File: src/rtl/vol_ramp_ctrl.sv
// VS1003 SCI_VOL owner: arbitrates button/Bluetooth volume into a target and ramps one step per write.
// Optional mute support is compiled in when VOL_MUTE_EN is defined.
module vol_ramp_ctrl #(
    parameter int unsigned HOLD_CYC    = 50000,
    parameter logic [3:0]  RESET_LEVEL = 4'd4
) (
    input  logic        clk,
    input  logic        rst_n,
    input  logic        btn_up,
    input  logic        btn_dn,
    input  logic        bt_valid,
    input  logic [3:0]  bt_level,
`ifdef VOL_MUTE_EN
    input  logic        mute_tgl,
`endif
    output logic        vol_req,
    output logic [15:0] vol_word,
    input  logic        vol_ack,
    output logic [3:0]  vol_level,
    output logic        busy
);

    localparam int              CNT_W     = (HOLD_CYC > 1) ? $clog2(HOLD_CYC) : 1;
    localparam logic [CNT_W-1:0] HOLD_LOAD = CNT_W'(HOLD_CYC - 1);
    localparam logic [15:0]     MUTE_WORD = 16'hFEFE;

    typedef enum logic [1:0] {
        ST_INIT,
        ST_IDLE,
        ST_REQ,
        ST_HOLD
    } state_t;

    function automatic logic [15:0] lvl_word(input logic [3:0] l);
        return {l, 4'h0, l, 4'h0};
    endfunction

    state_t           state_q;
    logic [3:0]       tgt_q, tgt_d;
    logic [3:0]       cur_q;
    logic [3:0]       step_q;
    logic [3:0]       step_nx;
    logic [15:0]      word_q;
    logic [15:0]      step_word;
    logic             req_q;
    logic [CNT_W-1:0] cnt_q;
`ifdef VOL_MUTE_EN
    logic             mute_q;
    logic             mute_app_q;
    logic             mute_wr_q;
`endif

    // Target arbitration: Bluetooth absolute level beats buttons; buttons saturate at 0/15.
    always_comb begin
        tgt_d = tgt_q;
        if (bt_valid) begin
            tgt_d = bt_level;
        end else if (btn_up) begin
            if (tgt_q != 4'd0) tgt_d = tgt_q - 4'd1;
        end else if (btn_dn) begin
            if (tgt_q != 4'd15) tgt_d = tgt_q + 4'd1;
        end
    end

    always_comb begin
        step_nx   = (tgt_q < cur_q) ? cur_q - 4'd1 : cur_q + 4'd1;
        step_word = lvl_word(step_nx);
`ifdef VOL_MUTE_EN
        if (mute_app_q) step_word = MUTE_WORD;
`endif
    end

    always_ff @(posedge clk or negedge rst_n) begin
        if (!rst_n) begin
            state_q    <= ST_INIT;
            tgt_q      <= RESET_LEVEL;
            cur_q      <= RESET_LEVEL;
            step_q     <= RESET_LEVEL;
            word_q     <= lvl_word(RESET_LEVEL);
            req_q      <= 1'b0;
            cnt_q      <= '0;
`ifdef VOL_MUTE_EN
            mute_q     <= 1'b0;
            mute_app_q <= 1'b0;
            mute_wr_q  <= 1'b0;
`endif
        end else begin
            tgt_q <= tgt_d;
`ifdef VOL_MUTE_EN
            if (mute_tgl) mute_q <= ~mute_q;
`endif
            case (state_q)
                ST_INIT: begin
                    step_q  <= RESET_LEVEL;
                    word_q  <= lvl_word(RESET_LEVEL);
                    req_q   <= 1'b1;
                    state_q <= ST_REQ;
                end
                ST_IDLE: begin
`ifdef VOL_MUTE_EN
                    // A pending mute change is written before any ramp step.
                    if (mute_q != mute_app_q) begin
                        step_q    <= cur_q;
                        word_q    <= mute_q ? MUTE_WORD : lvl_word(cur_q);
                        mute_wr_q <= mute_q;
                        req_q     <= 1'b1;
                        state_q   <= ST_REQ;
                    end else
`endif
                    if (tgt_q != cur_q) begin
                        step_q  <= step_nx;
                        word_q  <= step_word;
                        req_q   <= 1'b1;
                        state_q <= ST_REQ;
`ifdef VOL_MUTE_EN
                        mute_wr_q <= mute_app_q;
`endif
                    end
                end
                ST_REQ: begin
                    if (vol_ack) begin
                        req_q   <= 1'b0;
                        cur_q   <= step_q;
                        cnt_q   <= HOLD_LOAD;
                        state_q <= ST_HOLD;
`ifdef VOL_MUTE_EN
                        mute_app_q <= mute_wr_q;
`endif
                    end
                end
                ST_HOLD: begin
                    if (cnt_q == '0) begin
                        state_q <= ST_IDLE;
                    end else begin
                        cnt_q <= cnt_q - CNT_W'(1);
                    end
                end
                default: state_q <= ST_IDLE;
            endcase
        end
    end

    assign vol_req   = req_q;
    assign vol_word  = word_q;
    assign vol_level = cur_q;
    assign busy      = (state_q != ST_IDLE) || (cur_q != tgt_q);

endmodule

File: config.mk
export PLATFORM = sky130hd
export DESIGN_NAME = vol_ramp_ctrl
export DESIGN_NICKNAME = d
export VERILOG_FILES = /design/src/rtl/vol_ramp_ctrl.sv
export SDC_FILE = /design/constraint.sdc
export NUM_CORES = 1
export LEC_CHECK = 0
export CAP_MARGIN = 5
export CELL_PAD_IN_SITES_DETAIL_PLACEMENT = 0
export CELL_PAD_IN_SITES_GLOBAL_PLACEMENT = 1
export CORE_MARGIN = 4
export CORE_UTILIZATION = 44
export DETAILED_ROUTE_END_ITERATION = 8
export GPL_TIMING_DRIVEN = 0
export HOLD_SLACK_MARGIN = 0.02
export PLACE_DENSITY = 0.93
export SYNTH_ARGS = -nofsm -noshare
export SYNTH_HDL_FRONTEND = slang
export SYNTH_SLANG_ARGS = --single-unit
File: constraint.sdc
create_clock -name clk -period 3.6 [get_ports clk]
set_input_delay 0.36 -clock clk [delete_from_list [all_inputs] [get_ports clk]]
set_output_delay 0.36 -clock clk [all_outputs]
set_load 0.01 [all_outputs]
==> impl_metrics.env <==
export IMPL_port_buffers=22
export IMPL_cts_setup_buffers=0
export IMPL_cts_hold_buffers=0
export IMPL_hp_class="in -> async"
export IMPL_rows=24
export IMPL_powerDensity_nw_per_um2=518
export IMPL_cts_buffer_depth=2
export IMPL_critPathSlowestCell="dfrtp_1"
export IMPL_drive_above_1_share_pct=11.5
export IMPL_setup_worst_path_class="reg -> reg"
export IMPL_crit_required_ns=3.80
export IMPL_antenna_left=0
export IMPL_pre_cts_ws_ns=1.08
export IMPL_arrival_ns=2.74
export IMPL_setup_ws_ns=1.05
export IMPL_syn_avg_cell_area_sq_um=9.34
export IMPL_worst_pin_slew_ns=0.841
export IMPL_antenna_found_initial=0
export IMPL_fillCellCount=421
export IMPL_slew_viol_final=0
export IMPL_route_vias_total=1682
export IMPL_chipHeight_microns=75.7
export IMPL_diodes=0
export IMPL_fin_setup_tns_ns=0
export IMPL_cts_resized=0
export IMPL_mostFrequentLayoutCell="dfrtp_1"
export IMPL_dr_first_iter_drc_count=56
export IMPL_yosysSeqAreaShare_pct=38.6
export IMPL_worstPathMaxFanout=4
export IMPL_cap_violations=0
export IMPL_slew_headroom_pct=43.5
export IMPL_first_global_vias=1533
export IMPL_critPathLaunchType="flip-flop"
export IMPL_synth_area_sq_um=2020
export IMPL_setup_viol=0
export IMPL_ys_flop_type="dfrtp_1"
export IMPL_status="completed"
export IMPL_start_util_pct=46.0
export IMPL_synth_edf_count=0
export IMPL_placed_cells=297
export IMPL_clk_latency_ns=0.29
export IMPL_post_drt_wl_per_cell_microns=13.8
export IMPL_holdWs_ns=0.111
export IMPL_die_w_microns=75.7
export IMPL_leakagePower_nw=1.01
export IMPL_skew_ns=0.00805
export IMPL_end_kind="flip-flop"
export IMPL_cts_root_buf="clkbuf_8"
export IMPL_ys_ff_latch=31
export IMPL_drt_pass1_iter_count=4
export IMPL_finish_utilization_pct=54.9
export IMPL_max_freq_mhz=393
export IMPL_ys_warn_count=0
export IMPL_async_flop_share_pct=100
export IMPL_final_cell_count_no_fill=305
export IMPL_cp_buffers_inverters=1
export IMPL_place_gp_congestion=0.829
export IMPL_areaGrowthSynthToFinish_pct=19.2
export IMPL_overflow=0
export IMPL_hold_violations=0
export IMPL_cpPeakStageDelay_ns=0.42
export IMPL_io_pins=32
export IMPL_cts_made_buffers=5
export IMPL_nets=274
export IMPL_crit_chain="inv_1, ha_1, nor2b_1, o211ai_1, and2_1, ha_1, a21oi_1, a21oi_1, or2_2, o211ai_1"
export IMPL_drt_total_wl_microns=4220
export IMPL_register_area_sq_um=779
export IMPL_drc=0
export IMPL_grt_pass1_wl_microns=7000
export IMPL_clk_pin_slew_ns=0.06
export IMPL_rsz0062_at_grt="no"
export IMPL_viasPerCell=5.51
export IMPL_cp_top_family="compound AO/OA/AOI/OAI gates"
export IMPL_cts_htree_levels=2
export IMPL_min_period_over_period_pct=70.7
export IMPL_cts_sinks=31
export IMPL_grtUsageTotal_pct=16.2
export IMPL_cts_tree="done"
export IMPL_synthCells=216
export IMPL_yosysUniqueCellTypes=49
export IMPL_die_area_sq_um=5730
export IMPL_multi_input_area_sq_um=1110
export IMPL_ir_drop_v=0.000299
export IMPL_mostFrequentLayoutCells="dfrtp_1 (28), clkdlybuf4s50_1 (21), a21oi_1 (14)"
export IMPL_post_route_min_period_ns=2.55
export IMPL_grt_max_degree=32
export IMPL_place_hpwl_microns=3130
export IMPL_coreArea_sq_um=4380
[kinds of logic (layout without fill, tap and decap cells)]
logic type	after synthesis	after routing	synth area share [%]
and+or+nand+nor	76	76	21.5
AOI/OAI and AO/OA	53	53	17.3
DFF	31	31	38.6
buffers and inverters	30	60	7.87
adders and majority gates	12	12	8.18
muxes	10	10	5.02
xor gates and xnor gates	3	3	1.30
other	1	8	0.186
[cell type report]
cell class / count / area share, %
multi-input cells: 162 / 46.0
flip-flops and latches: 31 / 32.4
repair buffers: 22 / 8.94
plain buffers: 19 / 4.89
clock buffers: 7 / 3.17
well taps: 52 / 2.70
inverters: 11 / 1.72
clock inverters: 1 / 0.208
[worst register-to-register path, delay by kind of cell, from the launching register on]
kind            cells  cell delay, ns
compound gates      4            0.69
flops               1            0.42
fa+ha+maj           2            0.59
buf+inv             1            0.09
simple gates        3            0.67
[Yosys cell counts (3+ instances only)]
library cell,count,area share (%)
a21oi_1,14,3.5
a31oi_1,3,0.93
and2_1,6,1.9
buf_4,12,4.5
clkbuf_1,6,1.1
dfrtp_1,28,35
dfstp_2,3,3.9
ha_1,10,6.2
inv_1,11,2.0
mux2i_1,9,4.5
nand2_1,11,2.0
nand2b_1,3,0.93
nand3_1,4,0.99
nand3b_1,3,1.1
nand4_1,5,1.5
nor2_1,12,2.2
nor3_1,3,0.74
nor4_1,6,1.9
o211ai_1,3,1.1
o21ai_0,12,3.0
o31ai_1,3,1.1
or3_1,7,2.2
or4_1,3,1.1
xnor2_1,3,1.3
[worst paths after layout]
kind	startpoint	to	slack, ns	cells after the start
min	rst_n	cnt_q[9]	0.11	1
max reg2reg	vol_level[1]	vol_word[7]	1.05	10
max in group asynchronous	rst_n	vol_level[3]	3.04	1
min in group clk	bt_valid	tgt_q[2]	0.44	3
min reg2reg	vol_req	vol_req	0.49	1
max	vol_level[1]	vol_word[7]	1.05	10
[through the flow]
step	total power, mW	area, sq um
2_1_floorplan	0.863	2040
3_3_place_gp	0.964	2330
3_5_place_dp	0.983	2320
4_1_cts	1.25	2410
5_1_grt	1.35	2410
6_report	1.25	2410
[layer usage]
metal / track usage (%) / routed length, microns / share of wire (%)
met1: 22.2 / 2060 / 49
met2: 24.4 / 1850 / 44
met3: 4.49 / 248 / 5.9
met4: 6.02 / 57 / 1.4
met5: 0 / 0 / 0
[power breakdown]
part | total (mW) | switching [mW] | leakage, nW | internal [mW]
sequential | 0.553 | 0.111 | 0.372 | 0.443
combinational | 0.425 | 0.217 | 0.592 | 0.208
clock | 0.268 | 0.133 | 0.0422 | 0.136
[sequential cells by signal, summed over array words and instances, names as in the netlist]
register / cells
cnt_q: 16
tgt_q: 4
vol_level: 4
step_q: 3
state_q: 2
vol_req: 1
vol_word: 1
(Power assumes the default switching activity.)
